### src/rtl/lcd_pkg.sv
// Shared types, constants and helpers for the LCD instruction path.
package lcd_pkg;

    typedef enum logic [1:0] {
        StIdle     = 2'd0,
        StIssue    = 2'd1,
        StWaitDone = 2'd2,
        StGap      = 2'd3
    } arb_state_e;

    localparam logic [9:0] LCD_CLEAR = 10'h001;
    localparam logic [9:0] LCD_HOME  = 10'h002;

    localparam int unsigned GAP_CNT_W               = 17;
    localparam int unsigned DEFAULT_GAP_CYCLES      = 2000;
    localparam int unsigned DEFAULT_LONG_GAP_CYCLES = 82000;

    // Clear display (0x001) and return home (0x002/0x003) need the long execution gap.
    // Only bit 0 is a don't-care for home, so matching word[9:1] against both codes covers
    // 0x000..0x003; the unused 0x000 falls on the safe (longer) side.
    function automatic logic is_long_instr(input logic [9:0] word);
        return (word[9:1] == LCD_CLEAR[9:1]) || (word[9:1] == LCD_HOME[9:1]);
    endfunction

endpackage

### src/rtl/lcd_gap_timer.sv
// Down-counter used to enforce LCD execution gaps; loads a value and counts to zero.
module lcd_gap_timer
    import lcd_pkg::*;
#(
    parameter int unsigned CNT_W = GAP_CNT_W
) (
    input  logic             clk,
    input  logic             reset,
    input  logic             load,
    input  logic [CNT_W-1:0] value,
    output logic             zero
);

    logic [CNT_W-1:0] cnt_q;

    // Load takes priority; otherwise count down and park at zero.
    always_ff @(posedge clk or posedge reset) begin
        if (reset) begin
            cnt_q <= '0;
        end else if (load) begin
            cnt_q <= value;
        end else if (cnt_q != '0) begin
            cnt_q <= cnt_q - 1'b1;
        end
    end

    assign zero = (cnt_q == '0);

endmodule

### src/rtl/lcd_instr_arbiter.sv
// Round-robin arbiter with burst locking in front of the single LCD instruction transmitter.
module lcd_instr_arbiter
    import lcd_pkg::*;
#(
    parameter int unsigned NUM_REQ         = 2,
    parameter int unsigned GAP_CYCLES      = DEFAULT_GAP_CYCLES,
    parameter int unsigned LONG_GAP_CYCLES = DEFAULT_LONG_GAP_CYCLES
) (
    input  logic                 clk,
    input  logic                 reset,
    input  logic [NUM_REQ-1:0]   req_valid,
    input  logic [10*NUM_REQ-1:0] req_db,
    input  logic [NUM_REQ-1:0]   req_last,
    output logic [NUM_REQ-1:0]   req_ready,
    output logic                 tx_start,
    output logic [9:0]           tx_db,
    input  logic                 tx_done,
    output logic                 busy,
    output logic [1:0]           owner
);

    localparam logic [GAP_CNT_W-1:0] GapLoad     = GAP_CNT_W'(GAP_CYCLES - 1);
    localparam logic [GAP_CNT_W-1:0] LongGapLoad = GAP_CNT_W'(LONG_GAP_CYCLES - 1);

    arb_state_e state_q, state_d;
    logic [9:0] tx_db_q, tx_db_d;
    logic [1:0] owner_q, owner_d;
    logic [1:0] rr_q, rr_d;
    logic       last_q, last_d;
    logic       long_q, long_d;
    logic       lock_q, lock_d;

    logic       grant_vld;
    logic [1:0] grant_idx;
    logic [9:0] grant_word;
    logic       grant_last;

    logic                 gap_load;
    logic [GAP_CNT_W-1:0] gap_value;
    logic                 gap_zero;

    lcd_gap_timer #(
        .CNT_W (GAP_CNT_W)
    ) u_gap_timer (
        .clk   (clk),
        .reset (reset),
        .load  (gap_load),
        .value (gap_value),
        .zero  (gap_zero)
    );

    // Pick the requester to serve: locked owner only, else first valid at/after rr pointer.
    always_comb begin
        grant_vld = 1'b0;
        grant_idx = '0;
        if (lock_q) begin
            grant_idx = owner_q;
            for (int k = 0; k < int'(NUM_REQ); k++) begin
                if (2'(k) == owner_q) grant_vld = req_valid[k];
            end
        end else begin
            // First pass covers pointer..top, second pass wraps to the bottom.
            for (int k = 0; k < int'(NUM_REQ); k++) begin
                if (!grant_vld && req_valid[k] && (k >= int'(rr_q))) begin
                    grant_vld = 1'b1;
                    grant_idx = 2'(k);
                end
            end
            for (int k = 0; k < int'(NUM_REQ); k++) begin
                if (!grant_vld && req_valid[k]) begin
                    grant_vld = 1'b1;
                    grant_idx = 2'(k);
                end
            end
        end
    end

    // Mux the granted requester's word and last flag.
    always_comb begin
        grant_word = '0;
        grant_last = 1'b0;
        for (int k = 0; k < int'(NUM_REQ); k++) begin
            if (2'(k) == grant_idx) begin
                grant_word = req_db[10*k +: 10];
                grant_last = req_last[k];
            end
        end
    end

    // Next-state and handshake outputs.
    always_comb begin
        state_d   = state_q;
        tx_db_d   = tx_db_q;
        owner_d   = owner_q;
        rr_d      = rr_q;
        last_d    = last_q;
        long_d    = long_q;
        lock_d    = lock_q;
        gap_load  = 1'b0;
        gap_value = '0;
        req_ready = '0;

        unique case (state_q)
            StIdle: begin
                if (grant_vld) begin
                    // Gate with reset so the pulse never shows while held in reset.
                    for (int k = 0; k < int'(NUM_REQ); k++) begin
                        req_ready[k] = (2'(k) == grant_idx) && !reset;
                    end
                    tx_db_d = grant_word;
                    owner_d = grant_idx;
                    last_d  = grant_last;
                    long_d  = is_long_instr(grant_word);
                    state_d = StIssue;
                end
            end
            StIssue: begin
                state_d = StWaitDone;
            end
            StWaitDone: begin
                if (tx_done) begin
                    gap_load  = 1'b1;
                    gap_value = long_q ? LongGapLoad : GapLoad;
                    state_d   = StGap;
                end
            end
            StGap: begin
                if (gap_zero) begin
                    state_d = StIdle;
                    lock_d  = !last_q;
                    if (last_q) begin
                        rr_d = (int'(owner_q) + 1 >= int'(NUM_REQ)) ? 2'd0 : owner_q + 2'd1;
                    end
                end
            end
            default: state_d = StIdle;
        endcase
    end

    // State and captured-transaction registers.
    always_ff @(posedge clk or posedge reset) begin
        if (reset) begin
            state_q <= StIdle;
            tx_db_q <= '0;
            owner_q <= '0;
            rr_q    <= '0;
            last_q  <= 1'b0;
            long_q  <= 1'b0;
            lock_q  <= 1'b0;
        end else begin
            state_q <= state_d;
            tx_db_q <= tx_db_d;
            owner_q <= owner_d;
            rr_q    <= rr_d;
            last_q  <= last_d;
            long_q  <= long_d;
            lock_q  <= lock_d;
        end
    end

    assign tx_start = (state_q == StIssue);
    assign busy     = (state_q != StIdle);
    assign tx_db    = tx_db_q;
    assign owner    = owner_q;

endmodule

### config.mk
export PLATFORM = sky130hd
export DESIGN_NAME = lcd_instr_arbiter
export DESIGN_NICKNAME = d
export VERILOG_FILES = /design/src/rtl/lcd_pkg.sv /design/src/rtl/lcd_gap_timer.sv /design/src/rtl/lcd_instr_arbiter.sv
export SDC_FILE = /design/constraint.sdc
export NUM_CORES = 1
export LEC_CHECK = 0
export CELL_PAD_IN_SITES_DETAIL_PLACEMENT = 0
export CELL_PAD_IN_SITES_GLOBAL_PLACEMENT = 1
export CORE_AREA = 2 2 81 83
export CTS_BUF_LIST = sky130_fd_sc_hd__clkbuf_16
export DETAILED_ROUTE_END_ITERATION = 10
export DIE_AREA = 0 0 83 85
export PLACE_DENSITY_LB_ADDON = 0.1
export SYNTH_ARGS = -nofsm -noshare
export SYNTH_HDL_FRONTEND = slang
export SYNTH_HIERARCHICAL = 1
export SYNTH_SLANG_ARGS = --single-unit
### constraint.sdc
create_clock -name clk -period 2.2 [get_ports clk]
set_input_delay 0.44 -clock clk [delete_from_list [all_inputs] [get_ports clk]]
set_output_delay 0.44 -clock clk [all_outputs]
set_load 0.05 [all_outputs]
==> run_results.csv <==
group,metric,value,unit
grt,antenna_found_initial,0,
sta,finalCritPeriodShare,1.01,
synth,syn-cell-area,2230,µm²
floorplanning,fp.dieArea,7060,µm²
placement,gp_congestion,0.699,
routing,vias,1768,
sta,grt_setup_unrepaired,"yes",
pwr,seqPwrFrac,0.292,
routing,detail_route.iter0.violations,65,
routing,ant_nets,0,
final_layout,antenna_cells,0,
placement,dp_slack,14.0,ps
placement,dp.cells,342,
pwr,p_clk_frac,0.157,
final_layout,final_common_cell,"clkdlybuf4s50_1",
synth,async_flop_share,1.00,
synth,yosysTopAreaCell,"dfrtp_1",
grt,grt_max_degree,20,
routing,dr.pass1.iters,4,
sta,setup_slack,-28.3,ps
pwr,switching_share,0.429,
final_layout,finalNetCount,313,
floorplanning,die_x,83,µm
placement,hpwl,3900,µm
floorplanning,ios,43,
pwr,p_comb_frac,0.551,
synth,synthTopCellsByArea,"dfrtp_1 40%, mux2i_1 7.6%, o2bb2ai_2 4.7%",
synth,yosysWarningCount,6,
final_layout,syn2layout_area_growth,40.1,%
final_layout,fin_util,0.504,
clock_network,cts_tree,"yes",
clock_network,cts.sinks,36,
final_layout,fin_cells,355,
synth,synth_compound_area_frac,0.198,
sta,worst_clock_skew,3.19,ps
synth,synth.distinct_cells,55,
placement,placed_area,2930,µm²
floorplanning,core_region_area,6200,µm²
floorplanning,initial_core_util,0.359,
clock_network,cts_max_level,2,
synth,syn_area_per_cell,10.8,µm²
sta,report.final.hold_viol_count,0,
floorplanning,die_h,85,µm
grt,grt_use_total,0.156,
floorplanning,placementRows,29,
pwr,power.density,1360,nW/µm²
pwr,p_leak,1.31,nW
worst_setup_path,worstPathRequired,1760,ps
min_path,min_path_type,"reg2reg",
sta,min_period,2230,ps
clock_network,clk-insertion-delay-late,270,ps
worst_setup_path,start_kind,"register",
clock_network,clk_pin_slew_worst_paths,50,ps
synth,ys_ff_latch,36,
worst_setup_path,cp_max_fo,4,
sta,tns,-28.3,ps
sta,fmax,449,MHz
synth,syn_inst,207,
clock_network,cts-root-buf,"clkbuf_16",
sta,setup_viol,1,
sta,relSlewSlack,0.647,
synth,yosysSeqAreaShare,0.404,
sta,drv_slew,0,
clock_network,clk_path_buf_depth,2,
clock_network,cts_buffers,5,
routing,drc,0,
worst_setup_path,reg2regPathDepth,7,
placement,io_buffers,42,
synth,synth_edf_count,0,
final_layout,mostFrequentLayoutCells,"38 x clkdlybuf4s50_1, 34 x dfrtp_1, 28 x buf_4, 17 x mux2i_1, 17 x nand2_1",
routing,drt_wl_total,5180,µm
outcome,violations,"setup timing",
synth,synthMuxAreaShare,0.0982,
grt,grt_pass1_wl,8870,µm
synth,synth_adder_area_share,0.0449,
pwr,p_sw,1.82,mW
final_layout,drive_above_1_share,0.248,
grt,overflow,0,
synth,synth_top_family_by_area,"compound AO/OA/AOI/OAI gates",
sta,tightest_slew,528,ps
synth,synthXorXnorAreaFrac,0.0354,
job,maxCapViolations,0,
routing,viasPerCell,4.98,
synth,synth_ff_type,"dfrtp_1",
routing,wl_per_cell,14.6,µm
grt,grt_pass1_vias,1837,
synth,yosysTopAreaCellShare,0.404,
synth,yosys.area_share.simple,0.158,
pwr,irDropWorstVdd,0.000712,V
worst_setup_path,crit_path_end_kind,"output port",
worst_setup_path,path_class,"reg2out",
outcome,outcome,"finished, violations left",
worst_setup_path,arrival,1790,ps
min_path,whs_path_depth,1,
final_layout,design_area,3120,µm²
pwr,p_int,2.43,mW
final_layout,fillers,577,
[path summary, 6_finish.rpt]
path,from,endpoint,slack (ps)
max in group asynchronous,reset,owner[0],1240
max reg2reg,u_gap_timer/cnt_q[0],u_gap_timer/cnt_q[8],140
min reg2reg,tx_db[8],tx_db[8],490
min,tx_db[8],tx_db[8],490
max,owner[1],req_ready[1],-30
min in group asynchronous,reset,u_gap_timer/cnt_q[3],730
[flip-flops by register name, summed over array words and instances, names as in the netlist]
signal,flops
last_q,1
lock_q,1
long_q,1
owner,2
rr_q,2
state_q,2
tx_db,10
u_gap_timer/cnt_q,17
[cells in the mapped netlist (all sizes together), types with 2 or more instances]
cell	n
clkbuf	4
inv	16
nand2	17
a21oi	2
or4	3
xnor2	6
nor2	9
a21boi	4
ha	8
nor4	10
o21ai	9
dfrtp	36
nand4	2
o2bb2ai	11
nor3	6
nand2b	3
mux2i	17
o21a	2
mux2	4
o31a	2
nand3	2
o31ai	5
buf	5
a22o	4
xor2	3
[cell families after synthesis]
family | after synthesis
buf+inv | 26
flops | 36
simple gates | 58
compound gates | 48
xor+xnor | 9
other cells | 1
fa+ha+maj | 8
mux | 21
[timing repair]
action | 4_1_cts | 5_1_grt
endpoints found under the setup margin | 2 | 2
resized for setup | 3 | 1
setup buffers | 3 | 3
pin swaps | 5 | 4
hold buffers | 0 | 0
[cell type report]
cell class                      instances  area (µm²)  share of cell area
Clock buffer                            5         125              0.0400
Sequential cell                        36         903               0.289
Inverter                               17        68.8              0.0220
Timing Repair Buffer                   68         631               0.202
Multi-Input combinational cell        150        1290               0.413
Clock inverter                          2        8.76             0.00280
Tap cell                               77        96.3              0.0308
[critical path: stages (launching register included)]
cell and delay [ps]:
dfrtp_2 390, clkinv_4 80, ha_4 160, nand2b_4 140, a21boi_4 160, o221ai_4 150
nor3b_4 270, buf_12 170
[per-stage QoR]
| step | power [mW] | hold WS, ps |
|---|---|---|
| finish | 4.25 | 490 |
| CTS | 4.30 | 489 |
| global route | 4.54 | 509 |
| floorplan | 2.90 | 366 |
| detailed placement | 3.55 | 473 |
| global placement | 3.53 | 467 |
[power groups by stage]
| stage | Sequential, mW | Clock (mW) | Combinational [mW] |
|---|---|---|---|
| 2_1_floorplan | 1.54 | 0 | 1.36 |
| 3_3_place_gp | 1.25 | 0 | 2.28 |
| 3_5_place_dp | 1.25 | 0 | 2.30 |
| 4_1_cts | 1.24 | 0.694 | 2.36 |
| 5_1_grt | 1.29 | 0.716 | 2.53 |
| 6_report | 1.24 | 0.667 | 2.34 |
[metal layers]
metal	wire, µm	vias up	share of wire	track usage
li1	-	897	-	-
met1	2420	836	0.47	0.198
met2	2530	30	0.49	0.266
met3	187	5	0.036	0.0302
met4	51	0	0.0098	0.0581
met5	0	-	0	0
No activity file was read; power rests on OpenSTA's default activity.
